## src/rtl/binary_add_arbiter_pkg.sv

```systemverilog
// Shared types and helpers for the shared-adder arbiter slice.
package binary_add_pkg;

  localparam int ADD_WIDTH = 13;
  localparam int MAX_NREQ  = 8;

  typedef enum logic [1:0] {
    IDLE = 2'd0,
    CALC = 2'd1,
    RESP = 2'd2
  } state_t;

  // Round-robin pick: first set valid bit scanning upward from ptr, wrapping
  // at nreq. Returns a one-hot vector (all zero when nothing is valid).
  function automatic logic [MAX_NREQ-1:0] rr_pick(input logic [MAX_NREQ-1:0] valid,
                                                  input logic [2:0]          ptr,
                                                  input int                  nreq);
    logic [MAX_NREQ-1:0] pick;
    logic                found;
    int                  idx;
    pick  = '0;
    found = 1'b0;
    for (int k = 0; k < MAX_NREQ; k++) begin
      idx = int'(ptr) + k;
      if (idx >= nreq) idx = idx - nreq;
      if (!found && (k < nreq) && valid[idx[2:0]]) begin
        pick[idx[2:0]] = 1'b1;
        found          = 1'b1;
      end
    end
    return pick;
  endfunction

endpackage

```

## src/rtl/binary_add_arbiter_if.sv

```systemverilog
// Requester and response handshake bundle for the shared-adder arbiter.
interface binary_add_arbiter_if
  import binary_add_pkg::*;
#(
  parameter int WIDTH = ADD_WIDTH,
  parameter int NREQ  = 4,
  parameter int IDW   = 2
);

  logic [NREQ-1:0]       req_valid;
  logic [NREQ-1:0]       req_ready;
  logic [NREQ*WIDTH-1:0] req_a;
  logic [NREQ*WIDTH-1:0] req_b;
  logic                  rsp_valid;
  logic                  rsp_ready;
  logic [IDW-1:0]        rsp_id;
  logic [WIDTH-1:0]      rsp_sum;
  logic                  rsp_carry;

  // Client side: issues operands and consumes results.
  modport master (
    output req_valid, req_a, req_b, rsp_ready,
    input  req_ready, rsp_valid, rsp_id, rsp_sum, rsp_carry
  );

  // Arbiter side: grants requesters and produces results.
  modport slave (
    input  req_valid, req_a, req_b, rsp_ready,
    output req_ready, rsp_valid, rsp_id, rsp_sum, rsp_carry
  );

endinterface

```

## src/rtl/binary_add_arbiter_add_rca.sv

```systemverilog
// WIDTH-bit ripple-carry adder built as a chain of full-adder cells.
module add_rca
  import binary_add_pkg::*;
#(
  parameter int WIDTH = ADD_WIDTH
) (
  input  logic [WIDTH-1:0] a,
  input  logic [WIDTH-1:0] b,
  input  logic             cin,
  output logic [WIDTH-1:0] sum,
  output logic             cout
);

  logic [WIDTH:0] carry;

  assign carry[0] = cin;

  // One full-adder cell per bit; carry ripples from LSB to MSB.
  for (genvar g = 0; g < WIDTH; g++) begin : g_fa
    assign sum[g]     = a[g] ^ b[g] ^ carry[g];
    assign carry[g+1] = (a[g] & b[g]) | (carry[g] & (a[g] ^ b[g]));
  end

  assign cout = carry[WIDTH];

endmodule

```

## src/rtl/binary_add_arbiter.sv

```systemverilog
// Round-robin arbiter sharing one ripple-carry adder among NREQ requesters.
// Each operation runs IDLE (grant) -> CALC (add) -> RESP (hold until taken).
module binary_add_arbiter
  import binary_add_pkg::*;
#(
  parameter int WIDTH = ADD_WIDTH,
  parameter int NREQ  = 4,
  parameter int IDW   = 2,
  parameter int CNTW  = 16
) (
  input  logic                 clk,
  input  logic                 rst_n,
  input  logic                 en,
  binary_add_arbiter_if.slave  bus,
  output logic                 busy,
  output logic [CNTW-1:0]      ops_done
);

  state_t              state, next_state;
  logic [IDW-1:0]      rr_ptr, gnt_id, next_ptr, op_id, rsp_id_q;
  logic [NREQ-1:0]     grant;
  logic [MAX_NREQ-1:0] valid_ext, pick_full;
  logic                unused_pick;
  logic [WIDTH-1:0]    sel_a, sel_b, op_a, op_b, add_sum, rsp_sum_q;
  logic                add_cout, rsp_carry_q;

  // Grant selection: only in IDLE with en high and reset released, so
  // req_ready stays low during reset and whenever an op is in flight.
  always_comb begin
    valid_ext             = '0;
    pick_full             = '0;
    grant                 = '0;
    gnt_id                = '0;
    sel_a                 = '0;
    sel_b                 = '0;
    valid_ext[NREQ-1:0]   = bus.req_valid;
    if (rst_n && (state == IDLE) && en)
      pick_full = rr_pick(valid_ext, 3'(rr_ptr), NREQ);
    for (int i = 0; i < NREQ; i++) begin
      if (pick_full[i]) begin
        grant[i] = 1'b1;
        gnt_id   = IDW'(i);
        sel_a    = bus.req_a[i*WIDTH +: WIDTH];
        sel_b    = bus.req_b[i*WIDTH +: WIDTH];
      end
    end
  end

  assign unused_pick = ^pick_full;
  assign next_ptr    = (gnt_id == IDW'(NREQ - 1)) ? '0 : gnt_id + IDW'(1);

  // Next-state logic for the three-phase operation sequence.
  always_comb begin
    next_state = state;
    case (state)
      IDLE:    if (|grant) next_state = CALC;
      CALC:    next_state = RESP;
      RESP:    if (bus.rsp_ready) next_state = IDLE;
      default: next_state = IDLE;
    endcase
  end

  // State register; reset abandons any in-flight op.
  always_ff @(posedge clk or negedge rst_n) begin
    if (!rst_n) state <= IDLE;
    else        state <= next_state;
  end

  // Capture the winner's operands and advance the round-robin pointer.
  always_ff @(posedge clk or negedge rst_n) begin
    if (!rst_n) begin
      rr_ptr <= '0;
      op_a   <= '0;
      op_b   <= '0;
      op_id  <= '0;
    end else if (|grant) begin
      rr_ptr <= next_ptr;
      op_a   <= sel_a;
      op_b   <= sel_b;
      op_id  <= gnt_id;
    end
  end

  add_rca #(.WIDTH(WIDTH)) u_add (
    .a    (op_a),
    .b    (op_b),
    .cin  (1'b0),
    .sum  (add_sum),
    .cout (add_cout)
  );

  // Register the adder result during CALC; it is held through RESP.
  always_ff @(posedge clk or negedge rst_n) begin
    if (!rst_n) begin
      rsp_sum_q   <= '0;
      rsp_carry_q <= 1'b0;
      rsp_id_q    <= '0;
    end else if (state == CALC) begin
      rsp_sum_q   <= add_sum;
      rsp_carry_q <= add_cout;
      rsp_id_q    <= op_id;
    end
  end

  // Count accepted responses; the counter wraps naturally.
  always_ff @(posedge clk or negedge rst_n) begin
    if (!rst_n)                              ops_done <= '0;
    else if ((state == RESP) && bus.rsp_ready) ops_done <= ops_done + CNTW'(1);
  end

  assign bus.req_ready = grant;
  assign bus.rsp_valid = (state == RESP);
  assign bus.rsp_id    = rsp_id_q;
  assign bus.rsp_sum   = rsp_sum_q;
  assign bus.rsp_carry = rsp_carry_q;
  assign busy          = (state != IDLE);

endmodule

```

## src/flat_wrapper.sv

```systemverilog
// flat-port wrapper written by rule: the top's interface ports become plain ports
module binary_add_arbiter_flat import binary_add_pkg::*;
#(
  parameter int WIDTH = ADD_WIDTH,
  parameter int NREQ  = 4,
  parameter int IDW   = 2,
  parameter int CNTW  = 16
)
  (clk, rst_n, en, busy, ops_done, bus_req_valid, bus_req_a, bus_req_b, bus_rsp_ready, bus_req_ready, bus_rsp_valid, bus_rsp_id, bus_rsp_sum, bus_rsp_carry);
  binary_add_arbiter_if #(.WIDTH(WIDTH), .NREQ(NREQ), .IDW(IDW)) bus_i ();
  input  logic clk;
  input  logic rst_n;
  input  logic en;
  output logic busy;
  output logic [CNTW-1:0] ops_done;
  input wire logic [$bits(bus_i.req_valid)-1:0] bus_req_valid;
  input wire logic [$bits(bus_i.req_a)-1:0] bus_req_a;
  input wire logic [$bits(bus_i.req_b)-1:0] bus_req_b;
  input wire logic [$bits(bus_i.rsp_ready)-1:0] bus_rsp_ready;
  output wire logic [$bits(bus_i.req_ready)-1:0] bus_req_ready;
  output wire logic [$bits(bus_i.rsp_valid)-1:0] bus_rsp_valid;
  output wire logic [$bits(bus_i.rsp_id)-1:0] bus_rsp_id;
  output wire logic [$bits(bus_i.rsp_sum)-1:0] bus_rsp_sum;
  output wire logic [$bits(bus_i.rsp_carry)-1:0] bus_rsp_carry;
  assign bus_i.req_valid = bus_req_valid;
  assign bus_i.req_a = bus_req_a;
  assign bus_i.req_b = bus_req_b;
  assign bus_i.rsp_ready = bus_rsp_ready;
  assign bus_req_ready = bus_i.req_ready;
  assign bus_rsp_valid = bus_i.rsp_valid;
  assign bus_rsp_id = bus_i.rsp_id;
  assign bus_rsp_sum = bus_i.rsp_sum;
  assign bus_rsp_carry = bus_i.rsp_carry;
  binary_add_arbiter #(.WIDTH(WIDTH), .NREQ(NREQ), .IDW(IDW), .CNTW(CNTW)) u_core (.clk(clk), .rst_n(rst_n), .en(en), .bus(bus_i), .busy(busy), .ops_done(ops_done));
endmodule
```

## config.mk

```make
export PLATFORM = sky130hd
export DESIGN_NAME = binary_add_arbiter_flat
export DESIGN_NICKNAME = d
export VERILOG_FILES = /design/src/rtl/binary_add_arbiter_pkg.sv /design/src/rtl/binary_add_arbiter_if.sv /design/src/rtl/binary_add_arbiter_add_rca.sv /design/src/rtl/binary_add_arbiter.sv /design/src/flat_wrapper.sv
export SDC_FILE = /design/constraint.sdc
export NUM_CORES = 1
export LEC_CHECK = 0
export CAP_MARGIN = 25
export CORE_MARGIN = 2
export CORE_UTILIZATION = 39
export DETAILED_ROUTE_END_ITERATION = 7
export GPL_ROUTABILITY_DRIVEN = 0
export HOLD_SLACK_MARGIN = 0.12
export PLACE_DENSITY = 0.79
export SLEW_MARGIN = 10
export SYNTH_ARGS = -nofsm -noshare
export SYNTH_HDL_FRONTEND = slang
export SYNTH_SLANG_ARGS = --single-unit
```

## constraint.sdc

```tcl
create_clock -name clk -period 6.15 [get_ports clk]
set_input_delay 1.23 -clock clk [delete_from_list [all_inputs] [get_ports clk]]
set_output_delay 1.23 -clock clk [all_outputs]
set_load 0.03 [all_outputs]
```

After elaboration in Yosys (flattened, before gate mapping)
Index checks and enable logic that the tools add are counted.
- register bits: 64
- bits of input ports: 112
- output and inout bits: 38
- logic and storage cells: 174
- add/subtract/negate cells: 9
- order comparisons: 12
- equality and inequality tests: 5
- multiplexer cells: 57
- bitwise logic cells: 65
- reduce and logical (&&, ||, !) cells: 17
- operator list (operator ; number):
    $mux W13 ; 8
    $ge A32 B4 Y1 const B ; 3
    $mux W4 ; 8
    $and A1 B1 Y1 ; 25
    $xor A1 B1 Y1 ; 25
    $mux W3 ; 8
    $mux W1 ; 19
    $add A16 B1 Y16 const B ; 1
    $lt A3 B4 Y1 const B ; 4
    $bmux W1 S3 ; 4
    $demux W1 S3 ; 4
    $ge A3 B1 Y1 const B ; 4
    $or A1 B1 Y1 ; 12
    $or A4 B4 Y4 ; 3
    $logic_and A1 B1 Y1 ; 10
    $mux W2 ; 5
    $sub A3 B3 Y3 const B ; 3
    $add A2 B2 Y3 const B ; 2
    $pmux W2 S3 ; 1
    $eq A2 B2 Y1 const B ; 2
    $ne A2 B2 Y1 const B ; 2
    $reduce_or A4 Y1 ; 1
    $add A2 B1 Y3 const B ; 1
    $ge A2 B3 Y1 const B ; 1
    7 further kinds ; 9

Logic depth before layout (Yosys ltp)
- word-level depth: 25
- mapped depth: 17
- gate-level depth less buffers: 17

Cells and area by module
From an unflattened synthesis, not the netlist that was laid out.
- cell total of the unflattened synthesis: 372
- area total of the unflattened synthesis: 4005.1 um^2
- by module, submodules not included (module ; instances ; cells each ; area each (um^2) ; seq. area each (um^2)):
    binary_add_arbiter ; 1 ; 349 ; 3707.3 ; 1601.5
    add_rca ; 1 ; 23 ; 297.8 ; 0.0

Least setup slack after synthesis
No wires, ideal clock.
- path type: register to register
- start point: reg u_core.op_b[0]
- end point: reg u_core.rsp_sum_q[12] (netlist: u_core.bus.rsp_sum[12])
- setup time: 83 ps
- arrival: 5143 ps
- required time: 6067 ps
- setup slack: 924 ps
- cell stages (with the launch flop): 18
- path buffers: 0
- period minus slack after synthesis: 5226 ps
- cells stage by stage: dfrtp_1 ha_1 inv_1 fa_1 inv_1 fa_1 fa_1 fa_1 fa_1 fa_1 fa_1 fa_1 fa_1 fa_1 fa_1 inv_1 fa_1 o21ai_0
- cells in the longest elaborated chain, start to end: 24
- RTL lines (element ; RTL line ; text):
    start, declared ; binary_add_arbiter.sv:24 ; logic [WIDTH-1:0] sel_a, sel_b, op_a, op_b, add_sum, rsp_sum_q;
    start signal, assigned ; binary_add_arbiter.sv:79 ; op_b <= sel_b;
    $and A1 B1 Y1 (2 in a row) ; binary_add_arbiter_add_rca.sv:21 ; assign carry[g+1] = (a[g] & b[g]) | (carry[g] & (a[g] ^ b[g]));
    $or A1 B1 Y1 ; binary_add_arbiter_add_rca.sv:21 ;
    $and A1 B1 Y1 ; binary_add_arbiter_add_rca.sv:21 ;
    $or A1 B1 Y1 ; binary_add_arbiter_add_rca.sv:21 ;
    $and A1 B1 Y1 ; binary_add_arbiter_add_rca.sv:21 ;
    $or A1 B1 Y1 ; binary_add_arbiter_add_rca.sv:21 ;
    $and A1 B1 Y1 ; binary_add_arbiter_add_rca.sv:21 ;
    $or A1 B1 Y1 ; binary_add_arbiter_add_rca.sv:21 ;
    (+7 left out) ; n/a ;
    $or A1 B1 Y1 ; binary_add_arbiter_add_rca.sv:21 ;
    $and A1 B1 Y1 ; binary_add_arbiter_add_rca.sv:21 ;
    $or A1 B1 Y1 ; binary_add_arbiter_add_rca.sv:21 ;
    $and A1 B1 Y1 ; binary_add_arbiter_add_rca.sv:21 ;
    $or A1 B1 Y1 ; binary_add_arbiter_add_rca.sv:21 ;
    $and A1 B1 Y1 ; binary_add_arbiter_add_rca.sv:21 ;
    $or A1 B1 Y1 ; binary_add_arbiter_add_rca.sv:21 ;
    $xor A1 B1 Y1 ; binary_add_arbiter_add_rca.sv:20 ; assign sum[g] = a[g] ^ b[g] ^ carry[g];
    end signal, assigned ; binary_add_arbiter.sv:99 ; rsp_sum_q <= add_sum;
    end, declared ; binary_add_arbiter.sv:24 ;
Every way passes these cells.
A chain may end at the register's enable or synchronous reset.

Worst setup path after layout
Ends and elaborated chain as after synthesis.

==> flow_summary.toml <==
[setup_path]
critPathMaxFanout = 2
worst-path-buf-inv = 3
setup.worst_path.start = "u_core.op_b[0]"
criticalPathCategory = "flop to flop"
cp-start-kind = "flop"
required_ps = 6400
crit_arrival_ps = 5730
crit_path_frequent_cell = "fa_1"
cpPeakStageDelay_ps = 410
r2r-start = "u_core.op_b[0]"
slowest_stage = "fa_1"
worstSetupEndpointType = "flop"
cp_cell_sequence = "ha_1 -> inv_1 -> fa_1 -> inv_1 -> fa_1 -> fa_1 -> fa_1 -> fa_1 -> fa_1 -> fa_1 -> fa_1 -> fa_1 -> fa_1 -> fa_1 -> inv_1 -> fa_1 -> o21ai_0"
critPathTopFamily = "adder cells"

[floorplanning]
io_pins = 150
start_util = 0.3945
die_area_um2 = 10560
core.rowCount = 36
die_w_um = 102.7
core_um2 = 9639
fp.dieH_um = 102.7

[synthesis]
syn_inst = 363
ys_seq_area_frac = 0.4212
yosys.area.top_type = "dfrtp_1"
synth_top_flop_cell = "dfrtp_1"
yosys_warnings = 0
netlist_area_um2 = 3802
yosys-top-cells-count = "dfrtp_1, nor2_1, nand3_1"
synth-edff-count = 0
syn_nets = 496
ys_async_sr_fraction = 1.000
synth.area.top_cells = "dfrtp_1, fa_1, mux2_2"
synth.most_common_cell = "dfrtp_1"
synthXorXnorAreaFrac = 0.03455
synth_top_area_frac = 0.4212
syn_area_per_cell_um2 = 10.47
synth_compound_area_frac = 0.1718
synth_fa_ha_area_frac = 0.09279
yosys.area_share.simple = 0.1612
synth_top_family_by_area = "compound AO/OA/AOI/OAI gates"
muxShareOfSynthArea = 0.06844
synth_cell_type_count = 52
ys_ff_latch = 64

[layout]
area_growth_pct = 48.14
fill_cells = 820
diodes = 0
fin_area_um2 = 5633
fin_nets = 639
drive_gt1_frac = 0.1076

[place]
hpwl_um = 8626
io_buffer_count = 149
placed_area_um2 = 5354

[clock_tree]
tritoncts = "done"
clk_pin_slew_worst_paths_ps = 80
cts_max_level = 3
clkLatencyLatePin_ps = 350
clockRootBuffer = "clkbuf_8"
cts_sinks = 64
cts_resized = 0
ctsLongestPathBuffers = 2
cts_hold_buf = 0
cts_setup_buffers = 0
numCtsBuffers = 9

[timing]
final_hold_viol_count = 0
period_needed_ps = 5482
slew_headroom = 0.3625
setup_viol = 0
fin_crit_sh = 0.8914
rsz0062_at_grt = "no"
finalMaxSlewViolations = 0
final.setup_skew_ps = 8.688
fmax_mhz = 182.4
final.setup.tns_ps = 0
worst-slew-pin-transition_ps = 952.8

[global_routing]
grt_util_met2 = 0.3660
grt-busiest-layer = "met2"
grt_max_degree = 65
grt_overflow_total = 0
grt_pass1_vias = 3546
grt_use_total = 0.2159
gr-usage-met3 = 0.03932
grtUsageMet1 = 0.2827
grt_antenna_before_repair = 0
grt_pass1_wl_um = 17400

[pwr]
irDropWorstVdd_v = 0.0002066
p_leak_nw = 2.283
p_per_area_nw_per_um2 = 479.2

[drt]
drt_wl_total_um = 11300
ant_nets = 0
drc = 0
vias = 3515
first_pass_iters = 4
vias_per_cell = 5.458
drt_iter0_drc = 196
wire_per_inst_um = 17.55

[run]
maxCapViolCount = 0

[hold_path]
hold_class = "flop to flop"
min_from = "u_core.ops_done[15]"

[status]
outcome = "finished clean"
registers in the layout (all words and copies together) (netlist names):
| name | flops |
|---|---|
| u_core.rr_ptr | 2 |
| u_core.bus.rsp_sum | 13 |
| u_core.state | 2 |
| u_core.op_b | 13 |
| u_core.op_id | 2 |
| u_core.bus.rsp_carry | 1 |
| u_core.ops_done | 16 |
| u_core.op_a | 13 |
| u_core.bus.rsp_id | 2 |
cell usage in the layout (no fill, tap or decap), types with 6 or more instances in the layout:
cell | Yosys | routed
clkdlybuf4s50_1 | 0 | 148
nor2_1 | 27 | 27
a21oi_1 | 15 | 15
inv_1 | 13 | 13
dfrtp_1 | 64 | 64
ha_1 | 9 | 9
a222oi_1 | 13 | 13
a211oi_1 | 12 | 12
nor3_1 | 14 | 14
xnor2_1 | 11 | 11
o2bb2ai_1 | 10 | 10
o22ai_1 | 6 | 6
fa_1 | 12 | 12
clkbuf_8 | 0 | 9
nand2_1 | 25 | 25
mux2_2 | 16 | 16
a31oi_1 | 12 | 12
nand3_1 | 26 | 26
path summary, 6_finish.rpt:
check	endpoint	slack (ps)	cells past startpoint
max in group asynchronous	u_core.ops_done[14]	4500	2
hold reg to reg	u_core.ops_done[15]	480	1
min in group asynchronous	u_core.op_b[6]	1130	2
setup / recovery	u_core.bus.rsp_sum[12]	670	17
setup reg to reg	u_core.bus.rsp_sum[12]	670	17
hold / removal	u_core.ops_done[15]	480	1
logic make-up after synthesis:
| group | after synthesis |
|---|---|
| simple gates | 116 |
| compound gates | 88 |
| flops | 64 |
| buf+inv | 38 |
| mux | 21 |
| fa+ha+maj | 21 |
| xor+xnor | 15 |
layer usage:
| layer | up-vias | share of wire |
|---|---|---|
| li1 | 1625 | - |
| met1 | 1730 | 0.42 |
| met2 | 146 | 0.50 |
| met3 | 14 | 0.066 |
| met4 | 0 | 0.011 |
| met5 | - | 0 |
worst register-to-register path: cells and delay by family (launching register included):
family / cells / cell delay (ps)
adder cells (fa/ha/maj): 13 / 4660
flip-flops: 1 / 390
buffers and inverters: 3 / 200
AO/OA/AOI/OAI: 1 / 150
power by group:
part	switching, mW	leakage [nW]	internal, mW
Clock	0.179	0.126	0.311
Combinational	0.803	1.37	0.651
Sequential	0.149	0.783	0.607
layout make-up:
type | instances | area (um2) | area share
repair buffers | 153 | 1520 | 0.2699
well taps | 133 | 166.4 | 0.02954
multi-input cells | 261 | 2011 | 0.3570
flip-flops and latches | 64 | 1602 | 0.2843
inverters | 17 | 66.31 | 0.01177
clock inverters | 7 | 143.9 | 0.02554
clock buffers | 9 | 123.9 | 0.02199
through the flow:
step	cells	total power, mW	setup slack, ps	hold WS [ps]	utilization
floorplan	363	1.722	924.1	454.9	-
global placement	627	2.143	787.0	457.2	0.5554
detailed placement	627	2.212	703.6	467.2	0.5554
CTS	643	2.703	687.9	476.6	0.5832
global route	644	2.887	484.7	487.6	0.5844
finish	644	2.700	667.8	477.8	0.5844
(Power assumes the default switching activity.)
